`src/rtl/burst_fifo.sv`:
```
// Parametrised single-clock FIFO with valid/ready read side and a run-time
// selectable burst mode (fill completely, then drain completely).
module burst_fifo #(
   parameter int WIDTH     = 16,
   parameter int DEPTH     = 8,
   parameter int AFULL_LVL = DEPTH - 2
) (
   input  logic                     clk,
   input  logic                     rst,
   input  logic                     flush,
   input  logic                     burst_mode,
   input  logic [WIDTH-1:0]         data_1,
   input  logic                     data_1_en,
   output logic                     data_1_ready,
   output logic [WIDTH-1:0]         data_2,
   output logic                     data_2_valid,
   input  logic                     data_2_ready,
   output logic                     buffer_empty,
   output logic                     buffer_full,
   output logic                     almost_full,
   output logic [$clog2(DEPTH):0]   buffer_count,
   output logic                     overflow
);

   localparam int          AW      = $clog2(DEPTH);
   localparam int unsigned CW      = AW + 1;
   localparam logic [AW:0] DEPTH_C = CW'(DEPTH);
   localparam logic [AW:0] AFULL_C = CW'(AFULL_LVL);

   typedef enum logic {FILL, DRAIN} state_e;

   logic [WIDTH-1:0] mem_q [DEPTH];
   logic [AW-1:0]    wr_ptr_q, wr_ptr_d;
   logic [AW-1:0]    rd_ptr_q, rd_ptr_d;
   logic [AW:0]      count_q, count_d;
   logic             overflow_q, overflow_d;
   state_e           state_q, state_d;

   logic full, empty, wr_ready, rd_valid, push, pop;

   assign full  = (count_q == DEPTH_C);
   assign empty = (count_q == '0);

   // Handshake qualifiers depend only on registered state and the mode input.
   always_comb begin
      wr_ready = !full;
      rd_valid = !empty;
      if (burst_mode) begin
         if (state_q == DRAIN) wr_ready = 1'b0;
         else                  rd_valid = 1'b0;
      end
   end

   assign push = data_1_en && wr_ready;
   assign pop  = rd_valid && data_2_ready;

   always_comb begin
      wr_ptr_d   = wr_ptr_q;
      rd_ptr_d   = rd_ptr_q;
      count_d    = count_q;
      overflow_d = overflow_q;
      state_d    = state_q;
      if (flush) begin
         wr_ptr_d   = '0;
         rd_ptr_d   = '0;
         count_d    = '0;
         overflow_d = 1'b0;
         state_d    = FILL;
      end else begin
         if (push) wr_ptr_d = wr_ptr_q + AW'(1);
         if (pop)  rd_ptr_d = rd_ptr_q + AW'(1);
         case ({push, pop})
            2'b10:   count_d = count_q + CW'(1);
            2'b01:   count_d = count_q - CW'(1);
            default: count_d = count_q;
         endcase
         overflow_d = overflow_q | (data_1_en & !wr_ready);
         // Comparing against count_d also releases a FIFO that was already full
         // when the mode switched from stream to burst.
         if (!burst_mode)                                state_d = FILL;
         else if (state_q == FILL  && count_d == DEPTH_C) state_d = DRAIN;
         else if (state_q == DRAIN && count_d == '0)      state_d = FILL;
      end
   end

   always_ff @(posedge clk or negedge rst) begin
      if (!rst) begin
         wr_ptr_q   <= '0;
         rd_ptr_q   <= '0;
         count_q    <= '0;
         overflow_q <= 1'b0;
         state_q    <= FILL;
      end else begin
         wr_ptr_q   <= wr_ptr_d;
         rd_ptr_q   <= rd_ptr_d;
         count_q    <= count_d;
         overflow_q <= overflow_d;
         state_q    <= state_d;
      end
   end

   always_ff @(posedge clk) begin
      if (push && !flush) mem_q[wr_ptr_q] <= data_1;
   end

   assign data_1_ready = wr_ready;
   assign data_2_valid = rd_valid;
   assign data_2       = rd_valid ? mem_q[rd_ptr_q] : '0;
   assign buffer_empty = empty;
   assign buffer_full  = full;
   assign almost_full  = (count_q >= AFULL_C);
   assign buffer_count = count_q;
   assign overflow     = overflow_q;

endmodule

```
`config.mk`:
```
export PLATFORM = sky130hd
export DESIGN_NAME = burst_fifo
export DESIGN_NICKNAME = d
export VERILOG_FILES = /design/src/rtl/burst_fifo.sv
export SDC_FILE = /design/constraint.sdc
export NUM_CORES = 1
export LEC_CHECK = 0
export CORE_ASPECT_RATIO = 0.6
export CORE_UTILIZATION = 55
export DETAILED_ROUTE_END_ITERATION = 10
export PLACE_DENSITY = 0.76
export SLEW_MARGIN = 40
export SYNTH_ARGS = -nofsm -noshare
export SYNTH_HDL_FRONTEND = slang
export SYNTH_SLANG_ARGS = --single-unit
export TNS_END_PERCENT = 100
```
`constraint.sdc`:
```
create_clock -name clk -period 8 [get_ports clk]
set_input_delay 2.4 -clock clk [delete_from_list [all_inputs] [get_ports clk]]
set_output_delay 2.4 -clock clk [all_outputs]
set_load 0.005 [all_outputs]
```
==> qor.txt, run 1 <==
Post-Syn Area - 5660 um^2
Vias - 2853
number of synthesized flops with an enable pin - 128
count of final max-slew check failures - 0
flops & latches, synth - 140
most frequent cells in the layout - 128 x edfxtp_1, 47 x clkdlybuf4s50_1, 32 x mux4_2, 32 x nor2_1, 19 x mux2i_1
pin count of the biggest net entering global routing - 35
worst hold path stage count - 2
startpoint types - primary input
crit-path max FO - 17
Final Util - 0.6976
Post-CTS Setup Bufs - 0
P&R area growth vs syn - 22.19%
Ports - 48
GP Congestion - 0.8545
share of cells above drive strength 1 - 0.2186
Remaining DRCs - 0
number of global-route vias before repair - 2886
n_diodes - 0
Netlist cell types - 32
final wirelength - 10.80 mm
Synth Instances - 295
mean post-synth cell area - 19.19 um^2
Die Area - 10710 um^2
reg2reg path depth - 6
initial antenna violation count - 0
first-pass GRT wire length - 16.61 mm
drt via density - 5.695
Tcrit/Tclk final - 0.8566
Hold Vio Cnt, Final - 0
DP Wirelength - 6.511 mm
Routed wire per std cell - 21.56 um
Arrival @ worst endpoint - 4.45 ns
antenna-violating nets left - 0
Core Box Area - 9915 um^2
critical setup path kind - in -> out
most common flop cell mapped by yosys - edfxtp_1
Total Nets Final - 380
clk buf depth - 2
row count - 28
Slew headroom - 0.4780
highest clock rate - 145.9 MHz
# Max-Cap Violations - 0
Seq pwr share - 0.421
Setup TNS Final - 0 ns
CP required - 5.60 ns
switching power - 513.5 uW
Synth warnings - 0
RSZ-0062 raised after global routing - no
cell internal pwr - 1564 uW
initial core utilization - 0.5709
status - finished, final reports clean
# setup viols final - 0
total power - 2077 uW
TritonCTS clock tree - done
# port buffers - 47
post-CTS sizing - 0
HP Class - reg -> reg
clock power share - 0.384
commonest non-fill, non-tap cell in the layout - edfxtp_1
first drt pass iteration count - 4
sequential element share of the synthesized area - 0.7321
Slew @ Worst Pin - 0.7801 ns
critical path endpoint category - primary output
Combinational Power Share - 0.195
fin crit period - 6.853 ns
clk sink count - 140
CTS root buffer - clkbuf_16
Clock Skew - 0.007253 ns
post-synthesis net count - 321
Die X - 133.0 um
overall die height - 80.58 um
Hold-fix buffers, CTS - 0
Iter 0 DRT Violations - 231
Num CTS Buffers - 17
total gr overflow - 0
later-pin clock latency in the skew report - 0.41 ns
worst vdd ir - 0.2083 mV
total track usage - 0.2245
switching share of total power - 0.2472
CTS H-tree lvls - 4
fraction of registers with async set/reset - 0.08571
Pwr Density - 300.3 nW/um^2
leak pwr - 0.002265 uW
clock slew at reported path FFs - 0.06 ns
==> layout make-up <==
class,count,area [um^2]
clock buffers,17,425.4
clock inverters,14,177.7
fillers,642,2998
inverters,3,11.26
multi-input cells,136,1445
flip-flops and latches,140,4150
well taps,135,168.9
repair buffers,56,538.0
==> state kept, by name, summed over array words and instances, names as in the netlist <==
signal	flops
mem_q	128
buffer_count	4
rd_ptr_q	3
wr_ptr_q	3
overflow	1
state_q	1
==> power by group through the flow <==
stage | Sequential (uW) | Clock, uW | Combinational, uW
after global routing | 881 | 840 | 437
after global placement | 888 | 0 | 393
after detailed placement | 890 | 0 | 404
final | 876 | 797 | 405
after CTS | 876 | 805 | 407
after floorplan | 858 | 0 | 270
==> cell usage after synthesis (2+ instances only) <==
library cell	instances	share of area
ha_1	4	0.0088
clkbuf_1	10	0.0066
nand2b_1	5	0.0055
a21oi_1	6	0.0053
nor3_1	3	0.0027
xnor2_1	4	0.0062
xor2_1	5	0.0077
buf_2	4	0.0035
nand3_1	4	0.0035
edfxtp_1	128	0.68
nor2_1	33	0.022
mux4_2	32	0.13
mux2i_1	19	0.034
inv_1	3	0.0020
dfrtp_1	12	0.053
o21ai_0	2	0.0018
nand2_1	5	0.0033
or3_1	2	0.0022
==> worst max-delay path: stages <==
cell and delay, ns:
clkdlybuf4s50_1 0.45, nand2b_1 0.19, nand2_1 0.51, nor2_1 0.35, clkdlybuf4s50_1 0.55
==> metal layers <==
| layer | part of all wire | track usage | wire length [um] | vias up |
|---|---|---|---|---|
| met5 | 0 | 0 | 0 | - |
| met3 | 0.051 | 0.06881 | 556 | 10 |
| li1 | - | - | - | 1294 |
| met4 | 0.0077 | 0.06322 | 83 | 0 |
| met1 | 0.47 | 0.3091 | 5053 | 1455 |
| met2 | 0.47 | 0.3503 | 5108 | 94 |
==> logic make-up after synthesis <==
group                    share of synthesized area
multiplexers                                0.1636
buffers and inverters                      0.01481
AND/OR/NAND/NOR                            0.04797
flip-flops                                  0.7321
XOR/XNOR                                   0.01392
adder cells (fa/ha/maj)                   0.008842
AO/OA/AOI/OAI                              0.01879
==> final timing paths <==
| check | startpoint | endpoint | slack [ns] |
|---|---|---|---|
| setup reg to reg | buffer_count[2]$_DFF_PN0_ | mem_q[4][3]$_DFFE_PP_ | 4.85 |
| max in group asynchronous | rst | rd_ptr_q[1]$_DFFE_PN0P_ | 5.14 |
| hold / removal | overflow$_DFF_PN0_ | overflow$_DFF_PN0_ | 0.51 |
| hold reg to reg | overflow$_DFF_PN0_ | overflow$_DFF_PN0_ | 0.51 |
| min in group asynchronous | rst | buffer_count[1]$_DFF_PN0_ | 2.39 |
| setup / recovery | burst_mode | data_2[0] | 1.15 |
==> stage by stage <==
step                area (um^2)  hold slack (ns)  cells  setup WS, ns
floorplan                  5660           0.4859    295         2.519
detailed placement         6309           0.4982    470         1.159
CTS                        6912           0.5114    501         1.131
global route               6917           0.5812    501        0.9612
global placement           6307           0.4874    470         1.204
finish                     6917           0.5098    501         1.147
No activity file was read; power rests on OpenSTA's default activity.
==> inputs of run 2 (changes only) <==
--- a/config.mk
+++ b/config.mk
@@ -8,6 +8,7 @@
 export CORE_ASPECT_RATIO = 0.6
 export CORE_UTILIZATION = 55
 export DETAILED_ROUTE_END_ITERATION = 10
+export HOLD_SLACK_MARGIN = 0.06
 export PLACE_DENSITY = 0.76
 export SLEW_MARGIN = 40
 export SYNTH_ARGS = -nofsm -noshare
==> results of run 2 <==
Same layout as run 1: the final DEF is identical, and so are final timing and power.
==> inputs of run 3 (changes only) <==
--- a/config.mk
+++ b/config.mk
@@ -8,8 +8,9 @@
 export CORE_ASPECT_RATIO = 0.6
 export CORE_UTILIZATION = 55
 export DETAILED_ROUTE_END_ITERATION = 10
+export DONT_BUFFER_PORTS = 1
 export HOLD_SLACK_MARGIN = 0.06
-export PLACE_DENSITY = 0.76
+export PLACE_DENSITY = 0.7
 export SLEW_MARGIN = 40
 export SYNTH_ARGS = -nofsm -noshare
 export SYNTH_HDL_FRONTEND = slang
==> run 3 against run 2 <==
Effect of this change:
- utilization fell by 3.6 points
- worst setup slack improved by 1.3 ns
- sequential share of layout area rose by 3.2 points
- clock skew barely moved
- worst hold slack improved by 0.026 ns
- flip-flop and latch count did not move
- total power rose by 2.2%
- critical endpoint is now data_2[6]
==> qor.txt, run 3 (synthesis results as in run 1) <==
row count - 28 (unchanged)
Remaining DRCs - 0 (unchanged)
Slew headroom - 0.5796 (+0.1015)
DP Wirelength - 6.150 mm (-5.5%)
max FFs per register - 128 (unchanged)
Total Nets Final - 333 (-12%)
crit-path max FO - 17 (unchanged)
count of final max-slew check failures - 0 (unchanged)
pin count of the biggest net entering global routing - 35 (unchanged)
number of global-route vias before repair - 2919 (+1.1%)
Post-Layout Cell Count - 455 (-9.2%)
initial antenna violation count - 0 (unchanged)
Arrival @ worst endpoint - 3.20 ns (-1.25 ns)
total gr overflow - 0 (unchanged)
worst vdd ir - 0.1800 mV (-14%)
Multi-input gate area - 1445 um^2 (unchanged)
Ports - 48 (unchanged)
Pwr Density - 323.5 nW/um^2 (+7.7%)
Hold-fix buffers, CTS - 0 (unchanged)
Slew @ Worst Pin - 0.6306 ns (-0.1494 ns)
Core Box Area - 9915 um^2 (unchanged)
clock slew at reported path FFs - 0.06 ns (about the same)
CP required - 5.60 ns (about the same)
later-pin clock latency in the skew report - 0.41 ns (about the same)
clk sink count - 140 (unchanged)
Worst path max stage delay - 0.35 ns (-0.20 ns)
CTS H-tree lvls - 4 (unchanged)
P&R area growth vs syn - 15.94%
Hold Vio Cnt, Final - 0 (unchanged)
# setup viols final - 0 (unchanged)
final wirelength - 10.61 mm (-1.8%)
first-pass GRT wire length - 16.38 mm (-1.4%)
critical setup path kind - in -> out
Post-CTS Setup Bufs - 0 (unchanged)
post-CTS sizing - 0 (unchanged)
n_diodes - 0 (unchanged)
Num CTS Buffers - 17 (unchanged)
# port buffers - 0 (-100%)
Vias - 2696 (-5.5%)
most frequent cells in the layout - 128 x edfxtp_1, 33 x nor2_1, 32 x mux4_2
highest clock rate - 178.7 MHz (+22%)
startpoint types - primary input
critical path endpoint category - primary output
Die X - 133.0 um (unchanged)
overall die height - 80.58 um (unchanged)
RSZ-0062 raised after global routing - no
setup slack, reg-to-reg - 4.98 ns (+0.13 ns)
leak pwr - 0.002145 uW (-5.3%)
initial core utilization - 0.5709 (unchanged)
antenna-violating nets left - 0 (unchanged)
FF/Latch Area - 4150 um^2 (unchanged)
fin area - 6563 um^2 (-5.1%)
Tcrit/Tclk final - 0.6994 (-0.1572)
largest register by flop count - mem_q
Clock Skew - 0.007708 ns (+0.0004547 ns)
GP Congestion - 0.8178 (-4.3%)
TritonCTS clock tree - done
Iter 0 DRT Violations - 160 (-31%)
Routed wire per std cell - 23.31 um (+8.1%)
HP Class - reg -> reg
total track usage - 0.2216 (-0.002945)
share of cells above drive strength 1 - 0.2594 (+0.04080)
clk buf depth - 2 (unchanged)
fill count - 632 (-1.6%)
Slowest-stage cell, CP - nand2_2
Die Area - 10710 um^2 (unchanged)
total power - 2123 uW (+2.2%)
CTS root buffer - clkbuf_16
critical-path cell list - nand2b_1 -> nand2_2 -> nor2_1
commonest non-fill, non-tap cell in the layout - edfxtp_1
placed cell count - 423 (-10%)
fin crit period - 5.595 ns (-1.258 ns)
Setup TNS Final - 0 ns (unchanged)
drt via density - 5.925 (+4.1%)
first drt pass iteration count - 4 (unchanged)
placed instance area - 5838 um^2 (-7.5%)
# Max-Cap Violations - 0 (unchanged)
status - finished, final reports clean
## run 3: cell count changes in the layout (fill, tap and decap cells not counted), moves of 2 or more
cell / delta
bufinv_16: +4
clkinv_2: -3
clkinv_4: +2
clkinv_1: -3
clkdlybuf4s50_1: -47
## run 3: cell type report
cell class,instances,area share
multi-input cells,136,0.2202
clock buffers,18,0.06540
well taps,135,0.02574
flip-flops and latches,140,0.6324
clock inverters,14,0.04423
inverters,3,0.001716
repair buffers,9,0.01030
## run 3: worst max-delay path, delay by kind of cell
kind             cells  cell delay, ns
and+or+nand+nor      3            0.79
## run 3: per-stage QoR
stage	util	hold slack (ns)	setup slack, ns
2_1_floorplan	-	0.4859	2.519
3_3_place_gp	0.5887	0.5154	2.176
3_5_place_dp	0.5888	0.5325	2.111
4_1_cts	0.6614	0.5462	2.104
5_1_grt	0.6619	0.6039	2.317
6_report	0.6619	0.5353	2.405
## run 3: path summary, 6_finish.rpt
check                                           from                 endpoint  cells past startpoint
max                                       burst_mode                data_2[6]                      3
min                               overflow$_DFF_PN0_       overflow$_DFF_PN0_                      2
max reg2reg                buffer_count[2]$_DFF_PN0_      state_q$_DFFE_PN0P_                      8
min reg2reg                       overflow$_DFF_PN0_       overflow$_DFF_PN0_                      2
max in group asynchronous                        rst  rd_ptr_q[2]$_DFFE_PN0P_                      0
min in group asynchronous                        rst  wr_ptr_q[0]$_DFFE_PN0P_                      0
## run 3: power by group
part	internal (uW)	total [uW]	switching, uW	leakage (uW)
Clock	650	947	297	0.000341
Sequential	829	875	46.1	0.00131
Combinational	139	301	162	0.000489
Total	1620	2120	504	0.00214
## run 3: metal layers
metal | up-vias | global-route usage | share of wire
met3 | 16 | 0.05745 | 0.083
met4 | 0 | 0.1138 | 0.018
met2 | 92 | 0.3403 | 0.47
met1 | 1388 | 0.2966 | 0.43
met5 | - | 0 | 0
li1 | 1200 | - | -
